<file path="config.mk">
export PLATFORM = sky130hd
export DESIGN_NAME = id_funct_seq
export DESIGN_NICKNAME = d
export VERILOG_FILES = /design/src/rtl/id_funct_seq.sv
export SDC_FILE = /design/constraint.sdc
export NUM_CORES = 1
export LEC_CHECK = 0
export ABC_AREA = 1
export CAP_MARGIN = 0
export CELL_PAD_IN_SITES_DETAIL_PLACEMENT = 1
export CELL_PAD_IN_SITES_GLOBAL_PLACEMENT = 2
export CORE_MARGIN = 3
export CORE_UTILIZATION = 27
export CTS_BUF_LIST = sky130_fd_sc_hd__clkbuf_2 sky130_fd_sc_hd__clkbuf_4 sky130_fd_sc_hd__clkbuf_8
export DETAILED_ROUTE_END_ITERATION = 7
export PLACE_DENSITY_LB_ADDON = 0.1
export SLEW_MARGIN = 20
export SYNTH_ARGS = -nofsm -noshare
export SYNTH_HDL_FRONTEND = slang
export SYNTH_SLANG_ARGS = --single-unit
</file>
<file path="constraint.sdc">
create_clock -name clk -period 1.9 [get_ports clk]
set_input_delay 0.19 -clock clk [delete_from_list [all_inputs] [get_ports clk]]
set_output_delay 0.19 -clock clk [all_outputs]
set_load 0.01 [all_outputs]
</file>
<file path="src/rtl/id_funct_seq.sv">
// id_funct_seq: registered ID-stage ALU FUNCT generator with MULT/DIV occupancy sequencing.
// Maps opcode (+ SPECIAL funct field) to the ALU FUNCT code, holds it in an ID/EX
// register behind a valid/ready handshake, and stalls issue while a multi-cycle
// multiply/divide is modelled as busy.
// Optional feature macro: FUNCTGEN_ILLEGAL_OP_EN (adds the illegal_op output).
module id_funct_seq #(
  parameter int unsigned OP_W       = 6,
  parameter int unsigned FUNCT_W    = 6,
  parameter int unsigned MUL_CYCLES = 4,
  parameter int unsigned DIV_CYCLES = 32
) (
  input  logic               clk,
  input  logic               rst,
  input  logic [OP_W-1:0]    op,
  input  logic [FUNCT_W-1:0] funct_in,
  input  logic               in_valid,
  output logic               in_ready,
  input  logic               flush,
  output logic [FUNCT_W-1:0] funct,
  output logic               out_valid,
  input  logic               out_ready,
  output logic               md_busy,
  output logic               md_done
`ifdef FUNCTGEN_ILLEGAL_OP_EN
  ,
  output logic               illegal_op
`endif
);

  localparam int unsigned MAX_CYC = (MUL_CYCLES > DIV_CYCLES) ? MUL_CYCLES : DIV_CYCLES;
  localparam int unsigned CNT_W   = $clog2(MAX_CYC + 1);

  localparam logic [FUNCT_W-1:0] F_NOP   = FUNCT_W'(6'b000000);
  localparam logic [FUNCT_W-1:0] F_ADDU  = FUNCT_W'(6'b100001);
  localparam logic [FUNCT_W-1:0] F_AND   = FUNCT_W'(6'b100100);
  localparam logic [FUNCT_W-1:0] F_OR    = FUNCT_W'(6'b100101);
  localparam logic [FUNCT_W-1:0] F_XOR   = FUNCT_W'(6'b100110);
  localparam logic [FUNCT_W-1:0] F_SLT   = FUNCT_W'(6'b101010);
  localparam logic [FUNCT_W-1:0] F_SLTU  = FUNCT_W'(6'b101011);
  localparam logic [FUNCT_W-1:0] F_MULT  = FUNCT_W'(6'b011000);
  localparam logic [FUNCT_W-1:0] F_MULTU = FUNCT_W'(6'b011001);
  localparam logic [FUNCT_W-1:0] F_DIV   = FUNCT_W'(6'b011010);
  localparam logic [FUNCT_W-1:0] F_DIVU  = FUNCT_W'(6'b011011);

  typedef enum logic {
    S_IDLE,
    S_MD_BUSY
  } state_t;

  state_t             r_state;
  state_t             w_state_nxt;
  logic [CNT_W-1:0]   r_cnt;
  logic [CNT_W-1:0]   w_cnt_nxt;
  logic [FUNCT_W-1:0] w_map;
  logic               w_accept;
  logic               w_is_mul;
  logic               w_is_div;
  logic [FUNCT_W-1:0] r_funct;
  logic               r_out_valid;

  // Opcode / SPECIAL funct to ALU FUNCT mapping
  always_comb begin
    w_map = F_NOP;
    case (op)
      OP_W'(6'b000000): w_map = funct_in;
      OP_W'(6'b001111),
      OP_W'(6'b000011),
      OP_W'(6'b001101): w_map = F_OR;
      OP_W'(6'b100000),
      OP_W'(6'b100100),
      OP_W'(6'b100001),
      OP_W'(6'b100011),
      OP_W'(6'b101000),
      OP_W'(6'b101011),
      OP_W'(6'b001001): w_map = F_ADDU;
      OP_W'(6'b001100): w_map = F_AND;
      OP_W'(6'b001110): w_map = F_XOR;
      OP_W'(6'b001010): w_map = F_SLT;
      OP_W'(6'b001011): w_map = F_SLTU;
      default:          w_map = F_NOP;
    endcase
  end

  assign w_is_mul  = (w_map == F_MULT) || (w_map == F_MULTU);
  assign w_is_div  = (w_map == F_DIV)  || (w_map == F_DIVU);
  assign in_ready  = (r_state == S_IDLE) && !flush && (!r_out_valid || out_ready);
  assign w_accept  = in_valid && in_ready;
  assign md_busy   = (r_state == S_MD_BUSY);
  assign funct     = r_funct;
  assign out_valid = r_out_valid;

  // FSM state and busy counter register
  always_ff @(posedge clk or posedge rst) begin
    if (rst) begin
      r_state <= S_IDLE;
      r_cnt   <= '0;
    end else begin
      r_state <= w_state_nxt;
      r_cnt   <= w_cnt_nxt;
    end
  end

  // FSM next-state, counter update and md_done pulse (an aborting flush suppresses md_done)
  always_comb begin
    w_state_nxt = r_state;
    w_cnt_nxt   = r_cnt;
    md_done     = 1'b0;
    if (flush) begin
      w_state_nxt = S_IDLE;
      w_cnt_nxt   = '0;
    end else begin
      case (r_state)
        S_IDLE: begin
          if (w_accept && w_is_mul) begin
            w_state_nxt = S_MD_BUSY;
            w_cnt_nxt   = CNT_W'(MUL_CYCLES - 1);
          end else if (w_accept && w_is_div) begin
            w_state_nxt = S_MD_BUSY;
            w_cnt_nxt   = CNT_W'(DIV_CYCLES - 1);
          end
        end
        S_MD_BUSY: begin
          if (r_cnt == '0) begin
            md_done     = 1'b1;
            w_state_nxt = S_IDLE;
          end else begin
            w_cnt_nxt = r_cnt - CNT_W'(1);
          end
        end
        default: begin
          w_state_nxt = S_IDLE;
          w_cnt_nxt   = '0;
        end
      endcase
    end
  end

  // ID/EX output register with valid/ready handshake
  always_ff @(posedge clk or posedge rst) begin
    if (rst) begin
      r_funct     <= F_NOP;
      r_out_valid <= 1'b0;
    end else if (flush) begin
      r_out_valid <= 1'b0;
    end else if (w_accept) begin
      r_funct     <= w_map;
      r_out_valid <= 1'b1;
    end else if (r_out_valid && out_ready) begin
      r_out_valid <= 1'b0;
    end
  end

`ifdef FUNCTGEN_ILLEGAL_OP_EN
  logic w_illegal;

  // Flag opcodes falling to the NOP default and unsupported SPECIAL functs
  always_comb begin
    w_illegal = 1'b0;
    case (op)
      OP_W'(6'b000000): begin
        case (funct_in)
          FUNCT_W'(6'b100001), FUNCT_W'(6'b100011), FUNCT_W'(6'b100100),
          FUNCT_W'(6'b100101), FUNCT_W'(6'b100110), FUNCT_W'(6'b100111),
          FUNCT_W'(6'b101010), FUNCT_W'(6'b101011), FUNCT_W'(6'b000000),
          FUNCT_W'(6'b000010), FUNCT_W'(6'b000011), FUNCT_W'(6'b000100),
          FUNCT_W'(6'b000110), FUNCT_W'(6'b000111), FUNCT_W'(6'b001000),
          FUNCT_W'(6'b001001), FUNCT_W'(6'b011000), FUNCT_W'(6'b011001),
          FUNCT_W'(6'b011010), FUNCT_W'(6'b011011), FUNCT_W'(6'b010000),
          FUNCT_W'(6'b010010), FUNCT_W'(6'b010001), FUNCT_W'(6'b010011):
            w_illegal = 1'b0;
          default: w_illegal = 1'b1;
        endcase
      end
      OP_W'(6'b001111), OP_W'(6'b000011), OP_W'(6'b001101),
      OP_W'(6'b100000), OP_W'(6'b100100), OP_W'(6'b100001),
      OP_W'(6'b100011), OP_W'(6'b101000), OP_W'(6'b101011),
      OP_W'(6'b001001), OP_W'(6'b001100), OP_W'(6'b001110),
      OP_W'(6'b001010), OP_W'(6'b001011): w_illegal = 1'b0;
      default: w_illegal = 1'b1;
    endcase
  end

  // Illegal flag registered alongside funct on accept
  always_ff @(posedge clk or posedge rst) begin
    if (rst) begin
      illegal_op <= 1'b0;
    end else if (!flush && w_accept) begin
      illegal_op <= w_illegal;
    end
  end
`endif

endmodule
</file>
Word-level counts from Yosys, hierarchy flattened --
Index checks and enable logic that the tools add are counted.
Storage, ports and cells: bits in registers 14, input port bits 17, output and inout port bits 10, word-level logic and storage cells 62
Cells by class: add/subtract/negate cells 1, equal/unequal tests 20, multiplexer cells 17, bitwise logic cells 2, reduce and logical (&&, ||, !) cells 18
Operators with widths (number):
- 6-bit by 4-bit equality test with 1-bit output (second input constant) | 7
- 6-bit one-hot mux with 7 select lines | 1
- 6-bit equality test (second input constant) | 6
- 6-bit by 5-bit equality test with 1-bit output (second input constant) | 4
- 6-bit two-way mux | 4
- 6-bit zero test | 2
- 6-bit one-hot mux with 2 select lines | 1
- 1-bit two-way mux | 10
- 7-bit OR reduction | 1
- 6-bit by 2-bit equality test with 1-bit output (second input constant) | 1
- 1-bit logical AND | 6
- 6-bit by 1-bit subtractor with 6-bit output (second input constant) | 1
- 4-bit by 2-bit != test with 1-bit output (second input constant) | 1
- 2-bit AND reduction | 2
- 1-bit logical OR | 3
- 3-bit != test (second input constant) | 1
- 3-bit nonzero test | 1
- 3-bit OR reduction | 1
- 1-bit zero test | 2
- 1-bit NOT | 2
- 1-bit one-hot mux with 2 select lines | 1

Logic depth before layout (Yosys ltp) --
Gate-level depths: netlist of run 1.
depth after elaboration 10, depth in mapped cells 13, gate-level depth less buffers 13

Least setup slack after synthesis of run 1 --
No wires, ideal clock.
path kind reg2reg, start point register r_state, in the netlist md_busy, end point register r_cnt[2], library setup time 65 ps, arrival 1420 ps, path slack 415 ps, stages on the path, launching flop included 10, path through dfrtp_1 inv_2 nand4_4 nor3_2 nand3_2 o21ai_2 nand2_4 nand2_4 nand2_1 nand2_1
On the way: word-level cells in the longest chain between the ends 8, elaborated cells on any way between the ends 12, classes of those cells eq/ne: 2; mux: 3; bitwise: 1; reduce/logical: 6
Ends and longest elaborated chain:
- start: declaration | RTL line 50 | state_t r_state;
- start signal: assignment | RTL line 98 | r_state <= w_state_nxt;
- 1-bit NOT
- 1-bit logical AND (2 in a row) | RTL line 86 | assign in_ready = (r_state == S_IDLE) && !flush && (!r_out_valid || out_ready);
- 1-bit logical AND | RTL line 87 | assign w_accept = in_valid && in_ready;
- 1-bit logical AND | RTL line 114 | if (w_accept && w_is_mul) begin
- 6-bit two-way mux | RTL line 114
- 6-bit one-hot mux with 2 select lines | RTL line 112 | case (r_state)
- 6-bit two-way mux | RTL line 108 | if (flush) begin
- end signal: assignment | RTL line 99 | r_cnt <= w_cnt_nxt;
- end: declaration | RTL line 52 | logic [CNT_W-1:0] r_cnt;
Parallel ways exist; a longest one is shown, timed or not. A chain may end at the register's enable or synchronous reset.

Worst setup path in the final report of run 1 --
start point register r_state, in the netlist md_busy, end point output port in_ready
On the way: word-level cells in the longest chain between the ends 3
Ends and longest elaborated chain:
- 1-bit NOT
- 1-bit logical AND (2 in a row) | RTL line 86
- end: declaration | RTL line 17 | output logic in_ready,
No other way between the ends.

==> results.tsv, run 1 <==
metric	value	unit
grt_pass1_wl	5250	um
ant_nets	0	
synth_compound_area_frac	0.0576	
start_util	0.296	
muxShareOfSynthArea	0	
antenna_found_initial	0	
timing.fmax	0.574	GHz
synth_top_family_by_area	simple AND/OR/NAND/NOR gates	
first_global_vias	1101	
cts-htree-levels	1	
synth_area_leaders	dfrtp_1, nand2_1, inv_1, nor2_1, nand3_1	
timing.slew.headroom	0.620	
grt_overflow	0	
core	0.00352	sq mm
yosys.area.top_type_share	0.336	
start_kind	register	
area_growth	39.0	%
synth_fa_ha_area_frac	0.0240	
critPathSlowestCell	clkdlybuf4s50_1	
tritoncts	yes	
post-route-period-util	0.917	
synth_xor_area_frac	0.00840	
path_class	reg -> out	
drt_iter0_markers	65	
period_needed	1.74	ns
skew	0.00681	ns
rows	21	
vias	1101	
nets	208	
dieHeight	68.1	um
drive_gt1_frac	0.166	
cts_buffers	3	
gr-usage-all-layers	0.149	
rsz0062_at_grt	false	
finalHoldViolCount	0	
clock-sinks	14	
crit_arrival	1.55	ns
maxSlewViolCount	0	
synth_fp_nets	170	
syn_avg_cell_area	6.90	sq um
setup_viol	0	
io_pins	27	
routed_wl	3020	um
insertion_delay	0.25	ns
dpl.hpwl	2550	um
postCtsSetupBuffers	0	
critical_path.max_fanout	7	
p_leak	0.000748	uW
ctsHoldBuffers	0	
p_per_area	538	mW/mm^2
synth_cells	151	
cp.required	1.71	ns
tightest_slew	0.570	ns
drc	0	
yosys_warnings	0	
drv_cap	0	
clk_pin_slew	0.06	ns
avgRoutedWirePerCell	13.0	um
outcome	completed	
crit_chain	inv_2, nand3_1, inv_1, clkdlybuf4s50_1	
peakVddDrop	219	uV
avgViaCountPerCell	4.73	
die_x	68.1	um
holdWs	0.303	ns
drt_pass1_iterations	4	
portBuffers	26	
cpPeakStageDelay	0.52	ns
yosys.area_share.simple	0.475	
clockBufferDepth	2	
fin_util	0.412	
synth.distinct_cells	24	
synthesis.area	0.00104	sq mm
root_buffer	clkbuf_8	
ys_seq_area_frac	0.336	
die_area	0.00464	sq mm
hold_path_class	in -> async	
grt_max_degree	15	
ys_ff_latch	14	
place_congestion	0.823	
power	779	uW
synth_top_area_cell	dfrtp_1	
worstSetupEndpointType	primary output	
diodes	0	
metal layers:
metal | share of wire | vias up | GRT usage
met5 | 0 | - | 0
met4 | 0.012 | 0 | 0.0447
met3 | 0.044 | 4 | 0.0164
met2 | 0.48 | 26 | 0.252
met1 | 0.47 | 527 | 0.199
li1 | - | 544 | -
synth_stat cells, drive strengths merged:
cell,number
nor2,22
o311ai,1
nand3,15
nor3,1
clkinv,1
xnor2,1
o21ai,4
a21oi,4
a22oi,1
ha,2
nand4,3
dfrtp,14
buf,1
inv,20
nand2,60
and2,1
placed cells by master (no fill, tap or decap), types with 3 or more instances in the layout:
master and n:
a21oi_1 4, buf_4 8, clkbuf_8 3, clkdlybuf4s50_1 25, dfrtp_1 14, inv_1 17, inv_2 3, nand2_1 56
nand3_1 11, nand3_2 4, nor2_1 17, nor2_2 3, o21ai_0 3
final timing paths:
check | startpoint | end | slack, ns | cells after the start
min | rst | out_valid$_DFFE_PP0P_ | 0.30 | 2
min in group clk | funct[5]$_DFFE_PP0P_ | funct[5]$_DFFE_PP0P_ | 0.48 | 2
max in group asynchronous | rst | r_cnt[3]$_DFFE_PP0P_ | 1.22 | 2
max reg2reg | md_busy$_DFF_PP0_ | r_cnt[3]$_DFFE_PP0P_ | 0.31 | 9
min reg2reg | funct[5]$_DFFE_PP0P_ | funct[5]$_DFFE_PP0P_ | 0.48 | 2
max | md_busy$_DFF_PP0_ | in_ready | 0.16 | 4
flip-flops by register name, summed over array words and instances (netlist names):
name	count
out_valid	1
md_busy	1
r_cnt	6
funct	6
through the flow:
stage | TNS [ns] | instance area (sq um) | cells | setup WS, ns
after CTS | 0 | 1450 | 233 | 0.149
after floorplan | 0 | 1040 | 151 | 0.415
after detailed placement | -0.332 | 1410 | 230 | -0.0622
final | 0 | 1450 | 233 | 0.158
after global placement | -0.128 | 1410 | 230 | -0.0272
after global routing | 0 | 1450 | 233 | 0.0224
cell families after synthesis:
kind of cell	Yosys count
buffers and inverters	22
DFF	14
and+or+nand+nor	102
adders and majority gates	2
AOI/OAI and AO/OA	10
xor gates and xnor gates	1
report_power, final:
part           internal, uW  switching, uW  total (uW)  leakage (uW)
clock                   140            106         246     0.0000216
combinational          96.7            102         199      0.000542
sequential              318           15.5         334      0.000184
total                   555            224         779      0.000748
worst max-delay path, delay by kind of cell, from the launching register on:
kind | cells | cell delay (ns)
flip-flops | 1 | 0.46
buffers and inverters | 3 | 0.75
AND/OR/NAND/NOR | 1 | 0.10
cell type report:
cell class                      instances  area (sq um)
Fill cell                             450          2070
Timing Repair Buffer                   34           319
Tap cell                               46          57.6
Multi-Input combinational cell        115           589
Clock buffer                            3          41.3
Sequential cell                        14           350
Inverter                               21          91.3
repair_timing:
action | 4_1_cts | 5_1_grt
resized for setup | 1 | 0
setup endpoints to repair | 1 | 0
hold endpoints to repair | 0 | 0
(Power assumes the default switching activity.)
==> run 2: changes to the inputs <==
--- a/config.mk
+++ b/config.mk
@@ -9,7 +9,6 @@
 export CAP_MARGIN = 0
 export CELL_PAD_IN_SITES_DETAIL_PLACEMENT = 1
 export CELL_PAD_IN_SITES_GLOBAL_PLACEMENT = 2
-export CORE_MARGIN = 3
 export CORE_UTILIZATION = 27
 export CTS_BUF_LIST = sky130_fd_sc_hd__clkbuf_2 sky130_fd_sc_hd__clkbuf_4 sky130_fd_sc_hd__clkbuf_8
 export DETAILED_ROUTE_END_ITERATION = 7
==> run 2 against run 1 <==
Compared with the run above:
- clock-buffer cell count grew 1
- cell area up 1.6%
- clock power is 20% higher
- via count fell by 4.0%
- routed wire length fell by 7.5%
- critical path depth did not move
==> results.tsv, run 2 (synthesis results as in run 1) <==
metric	value	unit
root_buffer	clkbuf_8	
nets	209	
cts_buffers	3	
first_global_vias	1116	
drive_gt1_frac	0.175	
place_congestion	0.895	
start_util	0.283	
holdWs	0.288	ns
start_kind	register	
placed_cell_area	0.00142	sq mm
rows	22	
combinationalPowerShare	0.236	
post-route-period-util	0.919	
worstSetupEndpointType	primary output	
finalHoldViolCount	0	
power_frac_seq	0.405	
final_cell_mix	nand2_1, clkdlybuf4s50_1, inv_1, nor2_1, dfrtp_1	
die_x	64.1	um
outcome	completed	
clockBufferDepth	2	
core	0.00369	sq mm
route.met2.wl	1460	um
routed_wl	2790	um
clkPwrFrac	0.359	
clk_pin_slew	0.06	ns
skew	0.00707	ns
final_cell_area	0.00147	sq mm
crit_arrival	1.56	ns
cpPeakStageDelay	0.53	ns
grt_overflow	0	
insertion_delay	0.25	ns
clock-sinks	14	
rsz0062_at_grt	false	
cts-htree-levels	1	
timing.fmax	0.573	GHz
mostFrequentLayoutCell	nand2_1	
io_pins	27	
fillers	483	
critical_path.max_fanout	7	
period_needed	1.75	ns
drc	0	
cp.required	1.71	ns
drv_cap	0	
crit_family	buffers and inverters	
portBuffers	26	
peakVddDrop	189	uV
avgRoutedWirePerCell	11.8	um
grt_pass1_wl	4910	um
critPathSlowestCell	clkdlybuf4s50_1	
path_class	reg -> out	
ctsHoldBuffers	0	
p_leak	0.000759	uW
worst-path-buf-inv	3	
topRoutingLayerUsed	met4	
place_ws	-0.0681	ns
m1WireLength	1210	um
timing.slew.headroom	0.625	
postCtsSetupBuffers	0	
crit_chain	inv_2, nand3_1, inv_1, clkdlybuf4s50_1	
p_per_area	560	mW/mm^2
setup_viol	0	
vias	1057	
avgViaCountPerCell	4.46	
hold_path_class	in -> async	
ant_nets	0	
p_sw_frac	0.274	
fin_util	0.399	
grt_max_degree	15	
met3_length	82	um
gr-usage-all-layers	0.156	
maxSlewViolCount	0	
power	824	uW
tritoncts	yes	
antenna_found_initial	0	
drt_iter0_markers	30	
die_area	0.00411	sq mm
diodes	0	
ctsResizeCount	1	
dieHeight	64.1	um
tightest_slew	0.561	ns
dpl.hpwl	2370	um
worst_slack	0.154	ns
p_int	598	uW
p_switching	226	uW
area_growth	41.3	%
drt_pass1_iterations	3	
[run 2: cell type report]
class / count / area [sq um] / area share
multi-input combinational: 115 / 589 / 0.400
sequential: 14 / 350 / 0.238
timing repair buffer: 35 / 327 / 0.222
inverter: 21 / 91.3 / 0.0620
tap: 48 / 60.1 / 0.0408
clock buffer: 4 / 55.1 / 0.0374
[run 2: metal layers]
metal  vias up  GRT usage
met2        16      0.302
met4         0     0.0583
li1        548          -
met1       489      0.167
met5         -          0
met3         4     0.0268
[run 2: through the flow]
stage | setup TNS, ns | std cells
after floorplan | 0 | 151
after global placement | -0.506 | 233
after detailed placement | -0.355 | 233
after CTS | 0 | 237
after global routing | 0 | 237
final | 0 | 237
[run 2: final timing paths]
check                      cells past startpoint  slack [ns]                  from                    to
setup / recovery                               4        0.15     md_busy$_DFF_PP0_              in_ready
hold / removal                                 2        0.29                   rst  r_cnt[0]$_DFFE_PP0P_
setup reg to reg                               9        0.31     md_busy$_DFF_PP0_  r_cnt[2]$_DFFE_PP0P_
hold reg to reg                                2        0.48  funct[2]$_DFFE_PP0P_  funct[2]$_DFFE_PP0P_
max in group asynchronous                      2        1.24                   rst  funct[2]$_DFFE_PP0P_
min in group clk                               2        0.48  funct[2]$_DFFE_PP0P_  funct[2]$_DFFE_PP0P_
[run 2: power by group through the flow]
stage	registers [uW]	logic, uW	clock network [uW]
5_1_grt	336	219	318
2_1_floorplan	341	94.4	0
4_1_cts	334	199	305
3_5_place_dp	339	198	0
3_3_place_gp	339	194	0
6_report	334	194	296
